`config.mk`:
```
export PLATFORM = sky130hd
export DESIGN_NAME = stopwatch_core
export DESIGN_NICKNAME = d
export VERILOG_FILES = /design/src/rtl/stopwatch_core.sv
export SDC_FILE = /design/constraint.sdc
export NUM_CORES = 1
export LEC_CHECK = 0
export ABC_CLOCK_PERIOD_IN_PS = 1900
export BUFFER_PORTS_ARGS = -buffer_cell sky130_fd_sc_hd__buf_2
export CAP_MARGIN = 20
export CORE_UTILIZATION = 50
export CTS_CLUSTER_SIZE = 10
export DETAILED_ROUTE_END_ITERATION = 10
export PLACE_DENSITY = 0.76
export SETUP_SLACK_MARGIN = 0.02
export SKIP_CTS_REPAIR_TIMING = 1
export SYNTH_ARGS = -nofsm -noshare
export SYNTH_HDL_FRONTEND = slang
export SYNTH_SLANG_ARGS = --single-unit
export TNS_END_PERCENT = 30
```
`constraint.sdc`:
```
create_clock -name clk -period 1.9 [get_ports clk]
set_clock_uncertainty 0.2 [all_clocks]
set_input_delay 0.19 -clock clk [delete_from_list [all_inputs] [get_ports clk]]
set_output_delay 0.19 -clock clk [all_outputs]
set_load 0.02 [all_outputs]
```
`src/rtl/stopwatch_core.sv`:
```
// Stopwatch core: tick edge detection, button debounce, start/stop/clear FSM and MM:SS.CC BCD count.
// Optional lap-hold feature enabled by defining STOPWATCH_LAP_EN.
module stopwatch_core #(
  parameter int DEB_SAMPLES = 4,
  parameter int MAX_MIN     = 59
) (
  input  logic        clk,
  input  logic        rst,
  input  logic        clk_100hz,
  input  logic        clk_200hz,
  input  logic        btn_start,
  input  logic        btn_clear,
`ifdef STOPWATCH_LAP_EN
  input  logic        btn_lap,
  output logic        lap_active,
`endif
  output logic [23:0] digits,
  output logic        running,
  output logic [1:0]  state,
  output logic        ovf
);

  typedef enum logic [1:0] {
    S_IDLE  = 2'b00,
    S_RUN   = 2'b01,
    S_PAUSE = 2'b10
  } state_e;

  localparam int B_START = 0;
  localparam int B_CLEAR = 1;
`ifdef STOPWATCH_LAP_EN
  localparam int B_LAP   = 2;
  localparam int NB      = 3;
`else
  localparam int NB      = 2;
`endif
  localparam int CW = (DEB_SAMPLES < 2) ? 1 : $clog2(DEB_SAMPLES + 1);
  localparam logic [CW-1:0] CNT_LAST = CW'(DEB_SAMPLES - 1);
  localparam logic [3:0]    MIN_T    = 4'(MAX_MIN / 10);
  localparam logic [3:0]    MIN_O    = 4'(MAX_MIN % 10);

  logic          p100_q, p200_q;
  logic          tick100, tick200;
  logic [NB-1:0] btn_raw;
  logic [NB-1:0] stable_q, stable_d;
  logic [CW-1:0] cnt_q [NB];
  logic [CW-1:0] cnt_d [NB];
  logic [NB-1:0] press;

  state_e        state_q, state_d;
  logic [3:0]    dig_q [6];
  logic [3:0]    dig_d [6];
  logic          ovf_q, ovf_d;
  logic          count_en, clr;
  logic [23:0]   live;

`ifdef STOPWATCH_LAP_EN
  assign btn_raw = {btn_lap, btn_clear, btn_start};
`else
  assign btn_raw = {btn_clear, btn_start};
`endif

  assign tick100 = clk_100hz & ~p100_q;
  assign tick200 = clk_200hz & ~p200_q;

  // NOTE: every variable written in always_comb is given a default first so no latch is inferred.
  always_comb begin
    stable_d = stable_q;
    for (int i = 0; i < NB; i++) begin
      cnt_d[i] = cnt_q[i];
      if (tick200) begin
        if (btn_raw[i] != stable_q[i]) begin
          if (cnt_q[i] == CNT_LAST) begin
            stable_d[i] = btn_raw[i];
            cnt_d[i]    = '0;
          end else begin
            cnt_d[i] = cnt_q[i] + 1'b1;
          end
        end else begin
          cnt_d[i] = '0;
        end
      end
    end
  end

  // Press pulse fires in the same cycle the stable state rises, so the FSM reacts on that edge.
  assign press = stable_d & ~stable_q;

  always_comb begin
    state_d = state_q;
    case (state_q)
      S_IDLE:  if (press[B_START]) state_d = S_RUN;
      S_RUN:   if (press[B_START]) state_d = S_PAUSE;
      S_PAUSE: begin
        if (press[B_CLEAR])      state_d = S_IDLE;
        else if (press[B_START]) state_d = S_RUN;
      end
      default: state_d = S_IDLE;
    endcase
  end

  assign clr      = (state_q == S_PAUSE) && press[B_CLEAR];
  assign count_en = tick100 && (state_q == S_RUN);

  always_comb begin
    logic carry;
    for (int i = 0; i < 6; i++) dig_d[i] = dig_q[i];
    ovf_d = ovf_q;
    carry = count_en;
    if (clr) begin
      for (int i = 0; i < 6; i++) dig_d[i] = '0;
      ovf_d = 1'b0;
    end else begin
      // Sub-minute digits: cs_ones, cs_tens, s_ones roll at 9, s_tens rolls at 5.
      for (int i = 0; i < 4; i++) begin
        if (carry) begin
          if (dig_q[i] == ((i == 3) ? 4'd5 : 4'd9)) begin
            dig_d[i] = '0;
          end else begin
            dig_d[i] = dig_q[i] + 4'd1;
            carry    = 1'b0;
          end
        end
      end
      if (carry) begin
        if (dig_q[5] == MIN_T && dig_q[4] == MIN_O) begin
          dig_d[5] = '0;
          dig_d[4] = '0;
          ovf_d    = 1'b1;
        end else if (dig_q[4] == 4'd9) begin
          dig_d[4] = '0;
          dig_d[5] = dig_q[5] + 4'd1;
        end else begin
          dig_d[4] = dig_q[4] + 4'd1;
        end
      end
    end
  end

  assign live = {dig_q[5], dig_q[4], dig_q[3], dig_q[2], dig_q[1], dig_q[0]};

  // NOTE: sequential state uses non-blocking assignments only; the small counter arrays are reset
  // element by element because they are flops, not a RAM.
  always_ff @(posedge clk) begin
    if (rst) begin
      p100_q   <= 1'b0;
      p200_q   <= 1'b0;
      stable_q <= '0;
      for (int i = 0; i < NB; i++) cnt_q[i] <= '0;
      state_q  <= S_IDLE;
      for (int i = 0; i < 6; i++) dig_q[i] <= '0;
      ovf_q    <= 1'b0;
    end else begin
      p100_q   <= clk_100hz;
      p200_q   <= clk_200hz;
      stable_q <= stable_d;
      for (int i = 0; i < NB; i++) cnt_q[i] <= cnt_d[i];
      state_q  <= state_d;
      for (int i = 0; i < 6; i++) dig_q[i] <= dig_d[i];
      ovf_q    <= ovf_d;
    end
  end

`ifdef STOPWATCH_LAP_EN
  logic        lap_q, lap_d;
  logic [23:0] lap_dig_q, lap_dig_d;

  always_comb begin
    lap_d     = lap_q;
    lap_dig_d = lap_dig_q;
    if (clr) begin
      lap_d = 1'b0;
    end else if (state_q == S_RUN && press[B_LAP]) begin
      lap_d = ~lap_q;
      if (!lap_q) lap_dig_d = live;
    end
  end

  always_ff @(posedge clk) begin
    if (rst) begin
      lap_q     <= 1'b0;
      lap_dig_q <= '0;
    end else begin
      lap_q     <= lap_d;
      lap_dig_q <= lap_dig_d;
    end
  end
`endif

  always_comb begin
    state   = state_q;
    running = (state_q == S_RUN);
    ovf     = ovf_q;
`ifdef STOPWATCH_LAP_EN
    lap_active = lap_q;
    digits     = lap_q ? lap_dig_q : live;
`else
    digits     = live;
`endif
  end

endmodule

```
==> run summary, run 1 <==
The run finished, with violations left. The final reports fail on negative hold slack. The worst path arrival time came out at 1.89 ns. The source of the critical timing path is dig_q[0][11]$_SDFFE_PP0N_.

On the critical path, the stage with the largest delay is an instance of or4_1. The first global-routing pass estimated 6840 um of wire. The synthesized flop and latch total came out at 37. The count of flip-flops with a built-in enable after synthesis came out at 0. TritonCTS built the clock tree. The post-route worst hold slack was -0.0160 ns. After detailed routing, the total wire length is 4220 um.

Walking the worst path, the cells encountered are nor3b_4 -> buf_4 -> nand4_4 -> or4_1 -> a21oi_2. For this run, the number of Yosys warnings is 0. The clock network accounts for 38.5% of the total power. Final total power: 1.36 mW. Buffers placed on the I/O ports in this run total 33. The number of hold violations in the final report was 1.

The critical path is of the reg -> reg type. Count of final max-slew check failures: 0. The last weighted congestion value of the routability-driven placer was 0.788; the maximum net fanout on the critical path was 7.

For this run, the post-layout net count is 283. Across the VDD grid, the largest voltage drop is 0.346 mV. The logs give 114 for the number of DRC markers after the initial detailed-route iteration and 2240 um^2 for the area after detailed placement. For the final worst-path setup slack, the log shows 0.0380 ns. The final critical path takes up 98.0% of the cycle.

STA classifies the critical path endpoint as a flip-flop. The library cell used as clock root buffer is clkbuf_8. The post-synthesis cell area was 1900 um^2; the count of max-cap constraint violations was 0. At the placement stage, the worst setup path has a slack of -0.0000141 ns. The H-tree was split into 2 levels.

Global routing used 21.4% of the available tracks across all layers. Derived from the worst setup path, the maximum achievable clock frequency is 0.537 GHz. Cell taking the most area after synthesis: dfxtp_1.

The first detailed-routing pass took 5 iterations. The logs give 1,606 for the via count of the first global-routing pass and 1,767 for the total number of vias. Each instance of the synthesized netlist takes up on average 9.24 um^2.

The area of the die came out at 4060 um^2. The height of the chip was 63.7 um. The final global-route overflow total came out at 0.

The most used flip-flop cell after synthesis is dfxtp_1. The CTS clock-pin slew for the worst setup and hold paths is 0.07 ns. The initialized floorplan defines 22 standard-cell rows. Entering global routing, the biggest net connects 18 pins.

After synthesis, the share of flip-flops with an asynchronous set or reset is 0%. The number of antenna violations at the first check in global routing is 0, and the number of distinct library cell variants in the gate-level netlist after synthesis is 47. The tools report the endpoint required time on the critical path as 1.93 ns. Sorting the synthesized cells by area gives the leading types as dfxtp_1 39%, nor2b_1 4.9%, a21oi_1 4.2%.

Ratio of routed vias to standard cells: 5.52. The max-slew headroom at the worst pin came out at 75.8%. The transition time at the pin with the least slew margin was 0.354 ns; the placeable core region was 3660 um^2.

In the synthesized netlist, the cells that appear most often are 37 x dfxtp_1, 17 x nor2_1, 16 x a21oi_1. Setup violations remaining at the end of the flow were counted as 0. Setup repair after global routing could not meet its margin everywhere. The startpoint identified for the worst register-to-register timing path is dig_q[0][11]$_SDFFE_PP0N_. TritonCTS buffer count: 5.

The worst setup path is launched from a flip-flop. For this design the static power due to leakage is 1.07 nW. For this run, design rule violations remaining after detail routing come to 0.

The die is 63.7 um wide. The layout cell share with drive strength beyond 1 was 34.6%; the final critical-path required period was 1.86 ns. The dominant cell by count in the synthesized netlist was dfxtp_1.

The internal power of the cells totals 1.06 mW. The starting density of the core is 52.0%, and the total of fill cells in the finished design is 300. The run gives 37 as the clock sink count.

The number of antenna diodes in the final layout is 0. Compared with the post-synthesis result, the final layout area differs by 29.8%. The total net switching power is 0.296 mW. The tools report the hold path startpoint as btn_clear. The net count after synthesis was 218; the portion of synthesized cell area occupied by the leading cell type was 38.9%. The worst register-to-register path has a setup slack of 0.04 ns. No sink is reached through more buffers than the 2 on the longest clock path.

Synthesis produced a netlist whose cell count is 206. The tightest min-delay check is of the in -> reg type. The accumulated negative setup slack is 0 ns. Summed over all nets, the half-perimeter wirelength after detailed placement is 2780 um.

The portion of the post-synthesis area used by sequential elements is 38.9%, and the number of nets with antenna violations after routing is 0. The maximum cell stage delay along the critical path came out at 0.57 ns. In the final routed layout, each cell accounts on average for 13.2 um. In this run the count of I/O pins placed on the die edge is 34. Worst-skew pair later-pin latency: 0.29 ns.

After routing the design area is 2470 um^2. Of the total power, the share spent switching nets is 21.8%. Combinational logic burns 4.0% of the power. In this run, flip-flops and latches consume 57.5% of the power.

In this run the power density over the cells is 550 nW/um^2.
## layout by cell type, fill, tap and decap left out, types with 4 or more instances in the layout
cell type	instances
buf_2	33
dfxtp_1	31
buf_4	29
nor2_1	17
nor2b_1	15
a21oi_1	13
o21ai_0	11
nand2_1	8
or4_1	8
mux2i_1	6
o31ai_1	6
nand3_1	6
xor2_1	5
nand4_1	5
ha_1	5
clkbuf_8	5
inv_1	4
or3_1	4
a21oi_2	4
dfxtp_2	4
## layer usage
metal	GRT usage [%]	part of all wire, %	vias up
met4	11.9	2.1	0
met2	34.3	47	39
met5	0	0	-
met1	25.2	47	829
met3	6.70	4.0	6
li1	-	-	893
## flip-flops by register name (all words and copies together) (netlist names)
name and count:
ovf 1, stable_q 2, p100_q 1, p200_q 1
cnt_q 6, state 2, dig_q 24
## kinds of logic after synthesis
logic type / Yosys count / synth area share [%]
XOR/XNOR: 8 / 3.68
multiplexers: 6 / 3.16
flip-flops: 37 / 38.9
adder cells (fa/ha/maj): 6 / 3.94
buffers and inverters: 13 / 4.14
AND/OR/NAND/NOR: 92 / 32.0
AO/OA/AOI/OAI: 44 / 14.1
## path summary, 6_finish.rpt
check,cells after the start,endpoint
min reg2reg,1,ovf$_SDFFE_PP0P_
min,3,stable_q[1]$_SDFF_PP0_
max reg2reg,5,dig_q[0][20]$_SDFFE_PP0P_
max,5,dig_q[0][20]$_SDFFE_PP0P_
## critical path: cells and delay by family (launching register included)
family | cells | cell delay (ns)
DFF | 1 | 0.37
AOI/OAI and AO/OA | 1 | 0.15
and+or+nand+nor | 3 | 0.89
buffers and inverters | 1 | 0.19
## power by group through the flow
stage	clock network (mW)	registers [mW]	logic [mW]
2_1_floorplan	0	0.801	0.0303
3_3_place_gp	0	0.801	0.0499
3_5_place_dp	0	0.801	0.0509
4_1_cts	0.539	0.784	0.0513
5_1_grt	0.589	0.781	0.0606
6_report	0.523	0.781	0.0548
## metrics by stage
step | hold slack [ns] | std cells | util [%]
floorplan | 0.0616 | 206 | -
global placement | 0.233 | 300 | 61.3
detailed placement | 0.253 | 300 | 61.3
CTS | -0.0492 | 308 | 63.5
global route | 0.0150 | 320 | 67.5
finish | -0.0160 | 320 | 67.5
## cell type report
type / count / area [um^2] / share of cell area (%)
Timing Repair Buffer: 65 / 423 / 17.1
Tap cell: 48 / 60.1 / 2.43
Multi-Input combinational cell: 157 / 1140 / 46.0
Sequential cell: 37 / 753 / 30.5
Clock buffer: 8 / 80.1 / 3.24
Inverter: 5 / 18.8 / 0.759
Power figures use the tool's default switching activity.
==> run 2: changes to the inputs <==
Settings changed: CORE_UTILIZATION 50 to 52, CTS_BUF_LIST set to sky130_fd_sc_hd__clkbuf_8, PLACE_DENSITY 0.76 to 0.78.
==> run summary, run 2 (same netlist as run 1, synthesis figures left out) <==
The final cell count without fillers came out at 318 (was 320). The maximum net fanout on the critical path was 6 (was 7); the clock sink count was 37 (unchanged). Setup repair after global routing could not meet its margin everywhere.

The signed area change from the synthesized netlist to the final layout is 32.1% (was 29.8%). The worst reg2reg path startpoint is dig_q[0][16]$_SDFFE_PP0P_ (was dig_q[0][11]$_SDFFE_PP0N_). The tools report the final global-route overflow total as 0 (unchanged). The final total power was 1.44 mW (was 1.36 mW); the worst hold path cell count was 2 (was 3).

Top Registers: dig_q (24), cnt_q (6) (unchanged). The logs give 0 (unchanged) for the number of endpoints failing setup at the final stage and 1,770 (was 1,767) for the total number of vias. The CTS clock-pin slew for the worst setup and hold paths was 0.07 ns (about the same); the routed wire length was 4250 um (was 4220 um). TritonCTS built the clock tree. The last weighted congestion value of the routability-driven placer was 0.788 (about the same); the post-route worst hold slack was 0.0358 ns (was -0.0160 ns). The run gives 0.04 ns (about the same) as the setup slack of the worst register-to-register path. The flip-flop count of the largest register after layout came out at 24 (unchanged). Endpoint of the lowest-slack register-to-register path: dig_q[0][17]$_SDFFE_PP0P_ (was dig_q[0][20]$_SDFFE_PP0P_). The tools report the hold path startpoint as rst (was btn_clear). The tools report the maximum ir drop on the vdd rail as 0.357 mV (was 0.346 mV). Wire length of the first global-routing pass: 6490 um (was 6840 um). The logs give 5 (unchanged) for the number of search-and-repair iterations in the first detailed-routing pass and 756 um^2 (was 753 um^2) for the area used by sequential logic in the layout.

Layout cell share with drive strength beyond 1: 36.0% (was 34.6%). Library cell used as clock root buffer: clkbuf_8 (unchanged). The endpoint required time on the critical path came out at 1.93 ns (about the same). Sort of element at the end of the critical path: a flip-flop (unchanged). The tools report the total DRC errors in the routed layout as 0 (unchanged).

Total of fill cells in the finished design: 252 (was 300). Largest register by flop count: dig_q (unchanged). For the placeable core region, the log shows 3420 um^2 (was 3660 um^2).

For the number of hold violations in the final report, the log shows 0 (was 1). Most frequent standard cell in the layout excluding fill and tap cells: buf_2 (unchanged). For the number of primary I/O pins, the log shows 34 (unchanged).

The run gives 3910 um^2 (was 4060 um^2) as the area of the die. The average routed wire per standard cell is 13.4 um (was 13.2 um). The max-slew headroom at the worst pin came out at 72.0% (was 75.8%).

Leading cell types in the layout, fill and taps excluded: 33 x buf_2, 31 x dfxtp_1, 25 x buf_4 (was 33 x buf_2, 31 x dfxtp_1, 29 x buf_4). The total half-perimeter wirelength after legalization and detailed placement is 2790 um (was 2780 um). The tools report the TritonCTS buffer count as 5 (unchanged). Clock tree buffer depth: 2 (unchanged).

The run gives 1.09 nW (was 1.07 nW) as the leakage power figure. Transition time at the pin with the least slew margin: 0.410 ns (was 0.354 ns). The run gives 0.538 GHz (was 0.537 GHz) as the maximum clock frequency. The logs give 78 (was 114) for the number of DRC markers after the initial detailed-route iteration and 20.8% (was 21.4%) for the total global routing track utilization. The area after detailed placement was 2240 um^2 (about the same); the power density over the cells was 574 nW/um^2 (was 550 nW/um^2). The count of cells along the worst register-to-register path came out at 5 (unchanged). For the worst path arrival time, the log shows 1.89 ns (about the same).

The class of the most critical setup path was reg -> reg (unchanged). The via count of the first global-routing pass is 1,513 (was 1,606), and the accumulated negative setup slack is 0 ns (unchanged). The antenna diode instance count was 0 (unchanged); the total of buffers placed on input and output ports was 33 (unchanged). Number of antenna violations at the first check in global routing: 0 (unchanged).

The final critical-path required period came out at 1.86 ns (about the same). Area of combinational cells with multiple inputs: 1160 um^2 (was 1140 um^2). The worst-skew pair later-pin latency is 0.30 ns (was 0.29 ns), and the height of the chip is 62.5 um (was 63.7 um).

Capture endpoint of the worst hold path: cnt_q[0][3]$_SDFFE_PP0N_ (was stable_q[1]$_SDFF_PP0_). The run gives 0 (unchanged) as the count of max-cap constraint violations. The fraction of the cycle the final worst path needs was 97.8% (was 98.0%). The starting density of the core is 55.7% (was 52.0%), and the maximum level of the CTS H-tree is 2 (unchanged). The run gives 2510 um^2 (was 2470 um^2) as the summed area of non-filler cells in the final layout.

The number of nets with antenna violations after routing came out at 0 (unchanged). Startpoint kind of the worst setup timing path: a flip-flop (unchanged). Number of rows created at floorplan: 21 (was 22). The maximum number of pins on one net before global-route repair came out at 25 (was 18).

The run finished with clean final reports. The ratio of routed vias to standard cells is 5.57 (was 5.52), and the count of final max-slew check failures is 0 (unchanged). The tools report the layout net count as 283 (unchanged).

The die boundary width came out at 62.5 um (was 63.7 um). Count of placed standard cells including taps: 298 (was 300). The type of the most critical hold path was in -> reg (unchanged).
[run 2: layout make-up]
cell class | count | share of cell area [%]
Multi-Input combinational cell | 158 | 46.0
Sequential cell | 37 | 30.0
Timing Repair Buffer | 64 | 16.9
Clock buffer | 7 | 3.83
Tap cell | 46 | 2.29
Inverter | 5 | 0.746
Clock inverter | 1 | 0.199
[run 2: worst max-delay path by stage]
stage	startpoint	endpoint	slack, ns	cells after the start
final	dig_q[0][16]$_SDFFE_PP0P_	dig_q[0][17]$_SDFFE_PP0P_	0.04	5
after floorplan	dig_q[0][13]$_SDFFE_PP0N_	dig_q[0][22]$_SDFFE_PP0P_	0.009	5
after global placement	dig_q[0][11]$_SDFFE_PP0N_	dig_q[0][23]$_SDFFE_PP0P_	0.07	4
after detailed placement	dig_q[0][11]$_SDFFE_PP0N_	dig_q[0][16]$_SDFFE_PP0P_	0.01	4
after global routing	dig_q[0][2]$_SDFFE_PP0N_	dig_q[0][11]$_SDFFE_PP0N_	-0.04	6
after CTS	dig_q[0][11]$_SDFFE_PP0N_	dig_q[0][17]$_SDFFE_PP0P_	-0.02	4
[run 2: report_power, final]
part	switching [mW]	internal, mW
Clock	0.279	0.328
Sequential	0.00320	0.776
Combinational	0.0310	0.0256
[run 2: per-stage QoR]
| stage | utilization [%] | setup WS (ns) |
|---|---|---|
| floorplan | - | 0.00941 |
| global placement | 65.6 | 0.0688 |
| detailed placement | 65.6 | 0.0130 |
| CTS | 68.6 | -0.0170 |
| global route | 73.6 | -0.0382 |
| finish | 73.6 | 0.0414 |
[run 2: metal layers]
layer	GRT usage, %	share of wire (%)
met1	25.6	47
met2	34.5	48
met3	4.38	4.1
met4	9.59	1.2
met5	0	0
[run 2: critical path, stage by stage, from the launching register on]
cell and delay (ns):
dfxtp_4 0.37, ha_1 0.19, and3b_2 0.24, buf_4 0.16
or4_4 0.52, a21oi_2 0.12
==> run 3: changes to the inputs <==
Settings changed: PLACE_DENSITY 0.78 to not set, PLACE_DENSITY_LB_ADDON set to 0.15.
==> run summary, run 3 (same netlist as run 1, synthesis figures left out) <==
The maximum ir drop on the vdd rail was 0.408 mV (was 0.357 mV). Largest register by flop count: dig_q (unchanged). For the accumulated negative setup slack, the log shows -0.00267 ns (was 0 ns). Startpoint kind of the worst setup timing path: a flip-flop (unchanged). The clock tree buffer depth was 2 (unchanged); the clock sink count was 37 (unchanged). The flow ran to the end, but the final reports show violations. The flip-flop count of the largest register after layout works out to 24 (unchanged).

The checks that failed: negative setup slack. The area after detailed placement was 2260 um^2 (was 2240 um^2). Setup repair after global routing could not meet its margin everywhere.

The total of fill cells in the finished design was 237 (was 252); the ratio of routed vias to standard cells was 5.68 (was 5.57). For the final worst-path setup slack, the log shows -0.00267 ns (was 0.0414 ns). The number of primary I/O pins is 34 (unchanged).

The final critical-path required period was 1.90 ns (was 1.86 ns). The wire length of the first global-routing pass came out at 6840 um (was 6490 um). The run gives 1,819 (was 1,770) as the total number of vias. The run gives 0 (unchanged) as the number of hold violations in the final report. The sort of element at the end of the critical path is a flip-flop (unchanged).

For the total half-perimeter wirelength after legalization and detailed placement, the log shows 2840 um (was 2790 um). The worst-skew pair later-pin latency was 0.29 ns (was 0.30 ns); the number of nets with antenna violations after routing was 0 (unchanged). Signed area change from the synthesized netlist to the final layout: 34.5% (was 32.1%). Total global routing track utilization: 22.1% (was 20.8%).

The final global-route overflow total is 0 (unchanged), and the number of rows created at floorplan is 21 (unchanged). The logs give 286 (was 283) for the layout net count and 2 (unchanged) for the maximum level of the CTS H-tree. The antenna diode instance count is 0 (unchanged), and the fraction of the cycle the final worst path needs is 100% (was 97.8%). The most frequent standard cell in the layout excluding fill and tap cells is buf_2 (unchanged). The count of max-cap constraint violations came out at 0 (unchanged). The tools report the worst reg2reg path startpoint as dig_q[0][11]$_SDFFE_PP0N_ (was dig_q[0][16]$_SDFFE_PP0P_). For the maximum clock frequency, the log shows 0.526 GHz (was 0.538 GHz).

The tools report the number of endpoints failing setup at the final stage as 1 (was 0). The endpoint of the worst setup timing path was dig_q[0][19]$_SDFFE_PP0P_ (was dig_q[0][17]$_SDFFE_PP0P_). The summed area of non-filler cells in the final layout came out at 2560 um^2 (was 2510 um^2). The height of the chip is 62.5 um (unchanged). Top Registers: dig_q (24), cnt_q (6) (unchanged). Number of DRC markers after the initial detailed-route iteration: 144 (was 78). The number of search-and-repair iterations in the first detailed-routing pass is 4 (was 5), and the TritonCTS buffer count is 5 (unchanged). The maximum net fanout on the critical path is 8 (was 6). The tools report the source of the critical timing path as dig_q[0][11]$_SDFFE_PP0N_ (was dig_q[0][16]$_SDFFE_PP0P_). The library cell used as clock root buffer was clkbuf_8 (unchanged). The transition time at the pin with the least slew margin works out to 0.453 ns (was 0.410 ns). The logs give 4380 um (was 4250 um) for the routed wire length and 3420 um^2 (unchanged) for the placeable core region. The total of buffers placed on input and output ports came out at 33 (unchanged). For the leakage power figure, the log shows 1.12 nW (was 1.09 nW).

The number of antenna violations at the first check in global routing is 0 (unchanged). The CTS clock-pin slew for the worst setup and hold paths came out at 0.07 ns (about the same). The post-route worst hold slack is 0.00911 ns (was 0.0358 ns).

The average routed wire per standard cell is 13.7 um (was 13.4 um). The type of the most critical hold path was in -> reg (unchanged). For the post-placement setup slack, the log shows 0.0269 ns (was 0.0130 ns). Leading cell types in the layout, fill and taps excluded: 33 x buf_2, 28 x dfxtp_1, 27 x buf_4 (was 33 x buf_2, 31 x dfxtp_1, 25 x buf_4). The tools report the endpoint of the lowest-slack register-to-register path as dig_q[0][19]$_SDFFE_PP0P_ (was dig_q[0][17]$_SDFFE_PP0P_).

The power density over the cells is 542 nW/um^2 (was 574 nW/um^2). The tools report the via count of the first global-routing pass as 1,553 (was 1,513). The die boundary width works out to 62.5 um (unchanged). TritonCTS built the clock tree.

The layout cell share with drive strength beyond 1 works out to 39.1% (was 36.0%). The area of the die was 3910 um^2 (unchanged); the count of cells along the worst register-to-register path was 6 (was 5). The run gives 1.89 ns (about the same) as the worst path arrival time. The count of final max-slew check failures is 0 (unchanged).

Class of the most critical setup path: reg -> reg (unchanged). The max-slew headroom at the worst pin was 69.8% (was 72.0%). The last weighted congestion value of the routability-driven placer came out at 0.761 (was 0.788). The logs give 0 (unchanged) for the total DRC errors in the routed layout and 18 (was 25) for the maximum number of pins on one net before global-route repair. The setup slack of the worst register-to-register path is -0.003 ns (was 0.04 ns). The endpoint required time on the critical path was 1.88 ns (was 1.93 ns); the starting density of the core was 55.7% (unchanged).
-- run 3: cell types whose count changed in the layout (fill, tap and decap cells not counted), moves of 3 or more --
cell / change
a21oi_2: +3
dfxtp_1: -3
dfxtp_2: +4
a21oi_1: -3
-- run 3: layer usage --
metal	routed length, um	track usage [%]
met1	1970	26.3
met2	2090	36.1
met3	225	7.12
met4	93	9.30
met5	0	0
-- run 3: power by group --
| group | total (mW) | internal, mW | switching, mW |
|---|---|---|---|
| logic | 0.0569 | 0.0257 | 0.0312 |
| clock network | 0.551 | 0.282 | 0.268 |
| registers | 0.781 | 0.778 | 0.00337 |
| total | 1.39 | 1.09 | 0.303 |
-- run 3: metrics by stage --
stage	cells	total power [mW]	util, %
6_report	320	1.39	74.9
5_1_grt	320	1.45	74.9
4_1_cts	307	1.40	68.6
2_1_floorplan	206	0.831	-
3_3_place_gp	300	0.852	66.1
3_5_place_dp	300	0.853	66.1
-- run 3: worst min path at each step --
| stage | start | to | cells after the start |
|---|---|---|---|
| floorplan | rst | p100_q$_SDFF_PP0_ | 1 |
| global placement | clk_200hz | p200_q$_SDFF_PP0_ | 2 |
| detailed placement | clk_200hz | p200_q$_SDFF_PP0_ | 2 |
| CTS | clk_200hz | p200_q$_SDFF_PP0_ | 2 |
| global route | btn_clear | stable_q[1]$_SDFF_PP0_ | 3 |
| finish | btn_clear | stable_q[1]$_SDFF_PP0_ | 3 |
-- run 3: layout make-up --
class	count	area, um^2	share of cell area [%]
multi-input combinational	158	1190	46.4
sequential	37	757	29.6
timing repair buffer	67	452	17.6
clock buffer	6	82.6	3.23
tap	46	57.6	2.25
inverter	5	18.8	0.733
clock inverter	1	3.75	0.147
-- run 3: critical path, cell delays in order, from the launching register on --
cell     delay [ns]
dfxtp_4        0.37
nor3b_4        0.27
buf_6          0.17
buf_4          0.12
nand4_2        0.25
o31ai_2        0.34
a21oi_2        0.07
